### config.mk
export PLATFORM = sky130hd
export DESIGN_NAME = commutation_monitor
export DESIGN_NICKNAME = d
export VERILOG_FILES = /design/src/rtl/commutation_pkg.sv /design/src/rtl/gate_pattern_classifier.sv /design/src/rtl/commutation_monitor.sv
export SDC_FILE = /design/constraint.sdc
export NUM_CORES = 1
export LEC_CHECK = 0
export CAP_MARGIN = 25
export CORE_MARGIN = 1
export CORE_UTILIZATION = 45
export CTS_BUF_LIST = sky130_fd_sc_hd__clkbuf_2
export DETAILED_ROUTE_END_ITERATION = 10
export PLACE_DENSITY = 0.68
export SLEW_MARGIN = 20
export SYNTH_ARGS = -nofsm -noshare
export SYNTH_HDL_FRONTEND = slang
export SYNTH_SLANG_ARGS = --single-unit
### constraint.sdc
create_clock -name clk_i -period 8.35 [get_ports clk_i]
set_clock_uncertainty 0.2 [all_clocks]
set_input_delay 1.2525 -clock clk_i [delete_from_list [all_inputs] [get_ports clk_i]]
set_output_delay 1.2525 -clock clk_i [all_outputs]
set_load 0.01 [all_outputs]
### src/rtl/commutation_pkg.sv
// Shared encodings for the matrix-converter commutation monitor: gate patterns, load codes,
// pattern classes and fault codes.
package commutation_pkg;

  // Gate vector is {Ap,An,Bp,Bn,Cp,Cn}
  localparam logic [5:0] FULL_A   = 6'b110000;
  localparam logic [5:0] FULL_B   = 6'b001100;
  localparam logic [5:0] FULL_C   = 6'b000011;
  localparam logic [5:0] POS_MASK = 6'b101010;
  localparam logic [5:0] NEG_MASK = 6'b010101;

  // Matches the commutation FSM DesiredLoad encoding
  localparam logic [1:0] LOAD_NONE = 2'b00;
  localparam logic [1:0] LOAD_A    = 2'b01;
  localparam logic [1:0] LOAD_B    = 2'b10;
  localparam logic [1:0] LOAD_C    = 2'b11;

  typedef enum logic [2:0] {
    ClsNone    = 3'd0,
    ClsSingle  = 3'd1,
    ClsOverlap = 3'd2,
    ClsFull    = 3'd3,
    ClsIllegal = 3'd4
  } pat_class_e;

  typedef enum logic [3:0] {
    FltNone        = 4'd0,
    FltIllegal     = 4'd1,
    FltMultiStep   = 4'd2,
    FltOpenCircuit = 4'd3,
    FltSignErr     = 4'd4,
    FltDwellShort  = 4'd5,
    FltStuck       = 4'd6
  } fault_code_e;

  function automatic logic [2:0] popcount6(input logic [5:0] v);
    logic [2:0] n;
    n = '0;
    for (int i = 0; i < 6; i++) n = n + {2'b00, v[i]};
    return n;
  endfunction

endpackage

### src/rtl/gate_pattern_classifier.sv
// Combinational decode of a 6-bit gate vector into pattern class, source phase and polarity.
module gate_pattern_classifier
  import commutation_pkg::*;
(
  input  logic [5:0] gate_i,
  output logic [2:0] class_o,
  output logic [1:0] phase_o,
  output logic       polarity_o
);

  logic [2:0] ones;

  always_comb begin
    ones       = popcount6(gate_i);
    class_o    = ClsIllegal;
    polarity_o = |(gate_i & POS_MASK);
    if (gate_i[5:4] != 2'b00) begin
      phase_o = LOAD_A;
    end else if (gate_i[3:2] != 2'b00) begin
      phase_o = LOAD_B;
    end else if (gate_i[1:0] != 2'b00) begin
      phase_o = LOAD_C;
    end else begin
      phase_o = LOAD_NONE;
    end

    if (gate_i == 6'b000000) begin
      class_o = ClsNone;
    end else if (gate_i == FULL_A || gate_i == FULL_B || gate_i == FULL_C) begin
      class_o = ClsFull;
    end else if (ones == 3'd1) begin
      class_o = ClsSingle;
    end else if (ones == 3'd2 && ((gate_i & POS_MASK) == 6'b0 || (gate_i & NEG_MASK) == 6'b0)) begin
      // Two same-polarity bits can only sit on different phases
      class_o = ClsOverlap;
    end
  end

endmodule

### src/rtl/commutation_monitor.sv
// Checks one output leg's gate vector against the 4-step commutation rules, latches the first
// fault and counts completed commutations.
module commutation_monitor
  import commutation_pkg::*;
#(
  parameter int unsigned MIN_OFF_DWELL = 10,
  parameter int unsigned MIN_ON_DWELL  = 2,
  parameter int unsigned MAX_TRANSIENT = 64,
  parameter int unsigned CNT_W         = 8
) (
  input  logic        clk_i,
  input  logic        rst_i,
  input  logic [5:0]  gate_in_i,
  input  logic        current_sign_i,
  input  logic        fault_clr_i,
  output logic [1:0]  load_phase_o,
  output logic        load_valid_o,
  output logic [2:0]  pattern_class_o,
  output logic        commutation_done_o,
  output logic [15:0] comm_count_o,
  output logic        fault_o,
  output logic        fault_pulse_o,
  output logic [3:0]  fault_code_o
);

  localparam logic [CNT_W:0] MinOffW = (CNT_W + 1)'(MIN_OFF_DWELL);
  localparam logic [CNT_W:0] MinOnW  = (CNT_W + 1)'(MIN_ON_DWELL);
  localparam logic [CNT_W:0] MaxTrW  = (CNT_W + 1)'(MAX_TRANSIENT);

  logic [5:0]       g_cur_q, g_prev_q;
  logic             s_cur_q;
  logic [2:0]       cls_cur, cls_prev_q;
  logic [1:0]       phase_cur;
  logic             pol_cur;
  logic [CNT_W-1:0] dwell_q, dwell_d;
  logic [CNT_W:0]   dwell_inc;
  logic             changed, stuck, done_d;
  logic [3:0]       fault_det;
  logic             fault_d;
  logic [3:0]       fault_code_d;

  gate_pattern_classifier u_classifier (
    .gate_i     (g_cur_q),
    .class_o    (cls_cur),
    .phase_o    (phase_cur),
    .polarity_o (pol_cur)
  );

  always_comb begin
    changed   = g_cur_q != g_prev_q;
    dwell_inc = {1'b0, dwell_q} + 1'b1;
    dwell_d   = changed ? '0 : (&dwell_q ? dwell_q : dwell_q + 1'b1);
    // dwell_q belongs to the previous pattern on a change cycle, so only test it when held
    stuck     = !changed && (cls_cur == ClsSingle || cls_cur == ClsOverlap) &&
                dwell_inc == MaxTrW;
    done_d    = changed && cls_cur == ClsFull && phase_cur != load_phase_o &&
                load_phase_o != LOAD_NONE;

    fault_det = FltNone;
    if (cls_cur == ClsIllegal) begin
      fault_det = FltIllegal;
    end else if (changed && cls_prev_q != ClsNone && popcount6(g_cur_q ^ g_prev_q) > 3'd1) begin
      fault_det = FltMultiStep;
    end else if (changed && g_cur_q == 6'b000000) begin
      fault_det = FltOpenCircuit;
    end else if (changed && cls_prev_q == ClsFull && cls_cur == ClsSingle &&
                 pol_cur != s_cur_q) begin
      // The switch left on must be the one matching the current direction
      fault_det = FltSignErr;
    end else if (changed && ((cls_prev_q == ClsSingle && dwell_inc < MinOffW) ||
                             (cls_prev_q == ClsOverlap && dwell_inc < MinOnW))) begin
      fault_det = FltDwellShort;
    end else if (stuck) begin
      fault_det = FltStuck;
    end

    fault_d      = fault_o;
    fault_code_d = fault_code_o;
    if (fault_det != FltNone) begin
      if (!fault_o) begin
        fault_d      = 1'b1;
        fault_code_d = fault_det;
      end
    end else if (fault_clr_i) begin
      fault_d      = 1'b0;
      fault_code_d = 4'd0;
    end
  end

  always_ff @(posedge clk_i) begin
    if (rst_i) begin
      g_cur_q            <= '0;
      g_prev_q           <= '0;
      s_cur_q            <= 1'b0;
      cls_prev_q         <= ClsNone;
      dwell_q            <= '0;
      load_phase_o       <= LOAD_NONE;
      load_valid_o       <= 1'b0;
      pattern_class_o    <= ClsNone;
      commutation_done_o <= 1'b0;
      comm_count_o       <= '0;
      fault_o            <= 1'b0;
      fault_pulse_o      <= 1'b0;
      fault_code_o       <= 4'd0;
    end else begin
      g_cur_q            <= gate_in_i;
      g_prev_q           <= g_cur_q;
      s_cur_q            <= current_sign_i;
      cls_prev_q         <= cls_cur;
      dwell_q            <= dwell_d;
      load_valid_o       <= cls_cur == ClsFull;
      pattern_class_o    <= cls_cur;
      if (cls_cur == ClsFull) load_phase_o <= phase_cur;
      commutation_done_o <= done_d;
      if (done_d) comm_count_o <= comm_count_o + 16'd1;
      fault_o            <= fault_d;
      fault_pulse_o      <= fault_det != FltNone;
      fault_code_o       <= fault_code_d;
    end
  end

endmodule

==> results.cfg, run 1 <==
[clock_network]
postCtsResizedCells = 0
htreeDepth = 2
clk_path_buf_depth = 2
cts-root-buf = clkbuf_2
clk_pin_slew_ns = 0.23
cts_buffers = 5
cts_sinks = 49
clkLatencyLatePin_ns = 0.40
cts_setup_buffers = 0
cts_tree = built
hold_buffers = 0

[die]
num_rows = 26
die_h_um = 76.6
initial_core_util_pct = 47.8
coreArea_um2 = 5240
io_pins = 39
dieArea_um2 = 5870
die_w_um = 76.6

[route]
drc_errors = 0
dr.pass1.iters = 4
routed_wl_um = 5080
vias = 2046
vias_per_cell = 5.29
drt-wirelength-per-cell_um = 13.1
drtIter0Drc = 92
antenna_left = 0

[sta]
hold_viol = 0
fin_crit_sh_pct = 52.7
clock.fmax_ghz = 0.227
tightest_slew_ns = 0.585
fin_crit_ns = 4.40
worst_slack_ns = 3.95
setup_viol = 0
rsz0062_at_grt = false
drv_slew = 0
holdWs_ns = 0.296
slew_headroom_pct = 60.7
setup-tns-final_ns = 0

[finish]
nets = 340
drive_gt1_share_pct = 4.42
area.growth.synth_to_final_pct = 18.3
mostFrequentLayoutCells = dfxtp_1 (49), clkdlybuf4s50_1 (37), nor2_1 (29), inv_1 (21)
n_antenna_cell = 0
seq_area_um2 = 981
multi_input_area_um2 = 1410
utilization_pct = 56.6
final_common_cell = dfxtp_1
fillCellCount = 493

[synthesis]
synth.avg_cell_area_um2 = 8.89
synth_cell_type_count = 51
synth_top_area_share_pct = 39.1
syn_nets = 304
netlist_top_cells_area = dfxtp_1 (39%), fa_1 (4.8%), xnor2_1 (4.5%)
synthArstFlopShare_pct = 0
synth_cells = 282
synth-seq-cells = 49
synth-seq-area-share_pct = 39.1
synth_top_cell_by_area = dfxtp_1
synth_area_um2 = 2510
synth_edf_count = 0
ys_warn_count = 0
yosys_most_used_dff = dfxtp_1

[global_routing]
grt_pass1_wl_um = 8780
antenna_found_initial = 0
track_usage_pct = 18.5
grt_pass1_vias = 1966
grt_max_degree = 45
grt_overflow_total = 0

[worst_setup_path]
critPathMaxFanout = 4
cp-end-kind = flop
start_kind = flop
critPathArrivalTime_ns = 4.54
critical_path_class = reg2reg
cp_data_required_time_ns = 8.48

[placed_design]
place_congestion = 0.802
dp_slack_ns = 3.94
port_buffers = 37
dpl.hpwl_um = 3690

[power_and_ir_drop]
cellPowerDensity_nw_per_um2 = 153
total_power_uw = 453
peakVddDrop_v = 0.0000795
cellLeakagePower_nw = 1.14

[run]
cap_viol_max_count = 0

[status]
outcome = complete, no violations

[min_path]
hp-class = reg2reg
[Yosys cell counts (2+ instances only)]
cell       number
nor2b_1        10
a21oi_1        15
nor3_1         15
nor2_1         29
or4_1           2
and3_1          7
fa_1            6
o21ai_0         6
clkbuf_1        7
o2111ai_1       2
ha_1            6
dfxtp_1        49
nand3b_1        2
inv_1          21
xor2_1         10
nand3_1         9
nand2b_1        4
xnor2_1        13
nand4_1         4
a211oi_1        3
and2_1          2
and4_1          6
o21a_1          2
mux2i_1         4
a21o_1          3
or3_1           6
a41oi_1         2
o211ai_1        2
a22oi_1         2
nand2_1        12
[layer usage]
layer / vias up / routed length (um) / GRT usage (%)
li1: 1050 / - / -
met1: 962 / 2450 / 23.7
met3: 4 / 178 / 4.67
met4: 0 / 47 / 5.58
met2: 30 / 2400 / 30.6
met5: - / 0 / 0
[sequential cells by signal (all words and copies together), names as in the netlist]
| signal | count |
|---|---|
| g_prev_q | 6 |
| load_valid_o | 1 |
| fault_pulse_o | 1 |
| commutation_done_o | 1 |
| g_cur_q | 6 |
| dwell_q | 8 |
| s_cur_q | 1 |
| fault_code_o | 3 |
| load_phase_o | 2 |
| cls_prev_q | 3 |
| comm_count_o | 16 |
| fault_o | 1 |
[layout make-up]
cell class	count	share of cell area, %
clock buffers	5	0.844
clock inverters	1	0.169
inverters	21	2.66
multi-input cells	203	47.5
flip-flops and latches	49	33.1
well taps	70	2.95
repair buffers	38	12.7
[cell families after synthesis]
family | synth area share, %
xor gates and xnor gates | 8.04
other | 0.150
and+or+nand+nor | 25.5
adders and majority gates | 7.79
muxes | 2.05
AOI/OAI and AO/OA | 12.7
buffers and inverters | 4.64
DFF | 39.1
[metrics by stage]
step | instances | instance area (um^2)
5_1_grt | 387 | 2960
3_5_place_dp | 381 | 2930
2_1_floorplan | 282 | 2510
6_report | 387 | 2960
4_1_cts | 387 | 2960
3_3_place_gp | 381 | 2930
[critical path, cell delays in order, from the launching register on]
cell and delay, ns:
dfxtp_1 0.43, inv_1 0.08, ha_1 0.29, inv_1 0.07
fa_1 0.42, fa_1 0.38, inv_1 0.08, fa_1 0.42
or3_1 0.43, or3_1 0.37, or4_1 0.43, and4_4 0.22
o22ai_2 0.19, mux2_1 0.34
[where the power goes]
part           switching (mW)  leakage (nW)  internal, mW
Clock                  0.0696        0.0247        0.0171
Sequential             0.0103         0.399         0.246
Combinational          0.0555         0.720        0.0543
Total                   0.135          1.14         0.318
[worst paths after layout]
check                                                   from                           end  slack, ns  depth (start not counted)
worst min-delay path            fault_code_o[0]$_SDFFE_PP0P_  fault_code_o[0]$_SDFFE_PP0P_       0.30                          2
worst min register to register  fault_code_o[0]$_SDFFE_PP0P_  fault_code_o[0]$_SDFFE_PP0P_       0.30                          2
worst max-delay path                   g_cur_q[0]$_SDFF_PP0_  fault_code_o[1]$_SDFFE_PP0P_       3.95                         13
worst max register to register         g_cur_q[0]$_SDFF_PP0_  fault_code_o[1]$_SDFFE_PP0P_       3.95                         13
No activity file was read; power rests on OpenSTA's default activity.
==> run 2, diff against run 1 <==
Settings changed: PLACE_DENSITY 0.68 to 0.7.
Clock period 8.35 ns to 3.8 ns, I/O delays scaled along.
==> results.cfg, run 2 (synthesis gave the netlist of run 1 again) <==
[status]
outcome = complete, but fails checks
violations = negative setup slack

[finish]
final_common_cell = dfxtp_1
regMostFlops = comm_count_o
utilization_pct = 61.1
n_antenna_cell = 0
mostFrequentLayoutCells = dfxtp_1 (47), clkdlybuf4s50_1 (37), nor2_1 (29), buf_4 (18), inv_1 (17)
area.growth.synth_to_final_pct = 27.7
top_regs = comm_count_o (16), dwell_q (8)
nets = 360
drive_gt1_share_pct = 14.2
largest_reg_flops = 16

[placed_design]
port_buffers = 37
place_congestion = 0.829
dpl.hpwl_um = 4040

[sta]
slew_headroom_pct = 60.4
worst_slack_ns = -0.252
fin_crit_ns = 4.05
hold_viol = 0
drv_slew = 0
clock.fmax_ghz = 0.247
rsz0062_at_grt = true
setup_viol = 5
tightest_slew_ns = 0.589
fin_crit_sh_pct = 107
setup-tns-final_ns = -0.752

[die]
num_rows = 26
die_h_um = 76.6
initial_core_util_pct = 47.8
die_w_um = 76.6
coreArea_um2 = 5240
dieArea_um2 = 5870
io_pins = 39

[route]
routed_wl_um = 5460
drc_errors = 0
vias_per_cell = 5.31
drtIter0Drc = 85
vias = 2165
drt-wirelength-per-cell_um = 13.4
antenna_left = 0
dr.pass1.iters = 4

[worst_setup_path]
critPathMaxFanout = 2
rrSetupSlack_ns = -0.25
cp-end-kind = flop
start_kind = flop
reg2reg_depth = 13
critical_path_class = reg2reg
critPathArrivalTime_ns = 4.19
cp_data_required_time_ns = 3.94
timing.rr.start = g_cur_q[1]$_SDFF_PP0_
worstReg2RegEnd = fault_code_o[1]$_SDFFE_PP0P_

[clock_network]
clk_pin_slew_ns = 0.23
cts-root-buf = clkbuf_2
clkLatencyLatePin_ns = 0.41
clk_path_buf_depth = 2
cts_sinks = 49
cts_buffers = 5
cts_tree = built
htreeDepth = 2

[global_routing]
grt_pass1_vias = 2104
grt_overflow_total = 0
grt_pass1_wl_um = 9450
antenna_found_initial = 0
track_usage_pct = 19.9
grt_max_degree = 19

[min_path]
hold_end = fault_code_o[0]$_SDFFE_PP0P_
hp-class = reg2reg
holdPathStages = 2
hold_path.startpoint = fault_code_o[0]$_SDFFE_PP0P_

[run]
cap_viol_max_count = 0

[power_and_ir_drop]
cellLeakagePower_nw = 1.26
peakVddDrop_v = 0.000200
cellPowerDensity_nw_per_um2 = 343
## run 2: what timing repair did
| item | 4_1_cts | 5_1_grt |
|---|---|---|
| hold buffers | 0 | 0 |
| endpoints found under the setup margin | 5 | 5 |
| buffers inserted | 4 | 2 |
| pin swaps | 7 | 5 |
| gates resized for setup | 10 | 1 |
| cloned | 0 | 0 |
## run 2: worst max path at each step
| stage | start | endpoint | slack, ns | cells after the start |
|---|---|---|---|---|
| after floorplan | g_cur_q[0]$_SDFF_PP0_ | fault_code_o[1]$_SDFFE_PP0P_ | -0.33 | 13 |
| after global placement | g_cur_q[0]$_SDFF_PP0_ | fault_code_o[1]$_SDFFE_PP0P_ | -0.30 | 13 |
| after detailed placement | g_cur_q[0]$_SDFF_PP0_ | fault_code_o[2]$_SDFFE_PP0P_ | -0.36 | 13 |
| after CTS | g_cur_q[0]$_SDFF_PP0_ | fault_code_o[1]$_SDFFE_PP0P_ | -0.32 | 13 |
| after global routing | g_cur_q[1]$_SDFF_PP0_ | fault_code_o[1]$_SDFFE_PP0P_ | -0.35 | 13 |
| final | g_cur_q[1]$_SDFF_PP0_ | fault_code_o[1]$_SDFFE_PP0P_ | -0.25 | 13 |
## run 2: layer usage
layer  GRT usage, %  up-vias  share of wire [%]
li1               -     1088                  -
met1           24.4     1037                 46
met2           34.8       35                 50
met3           4.55        5                3.1
met4           5.58        0               0.86
met5              0        -                  0
## run 2: layout make-up
cell class,count,area [um^2]
Fill cell,476,2040
Multi-Input combinational cell,203,1480
Sequential cell,49,983
Timing Repair Buffer,58,539
Tap cell,70,87.6
Inverter,21,78.8
Clock buffer,6,30.0
Clock inverter,1,3.75
## run 2: worst max-delay path, cell delays in order (launching register included)
cell and delay [ns]:
dfxtp_2 0.38, inv_2 0.05, ha_4 0.25, inv_2 0.03, fa_1 0.45, fa_2 0.35, inv_2 0.06, fa_1 0.41
or3_4 0.37, or3_1 0.31, or4_4 0.43, and4_4 0.20, o22ai_4 0.17, mux2_4 0.31
## run 2: power by group
part           total, mW  switching, mW  internal, mW
clock              0.198          0.155        0.0429
sequential         0.563         0.0217         0.542
combinational      0.335          0.151         0.184
total               1.10          0.328         0.768
## run 2: through the flow
stage	std cells	power, mW	hold slack [ns]	area, um^2	setup slack, ns
5_1_grt	408	1.16	0.327	3200	-0.352
3_3_place_gp	395	0.858	0.238	3070	-0.302
2_1_floorplan	282	0.747	0.250	2530	-0.325
3_5_place_dp	395	0.865	0.248	3070	-0.361
4_1_cts	406	1.10	0.305	3180	-0.320
6_report	408	1.10	0.305	3200	-0.252
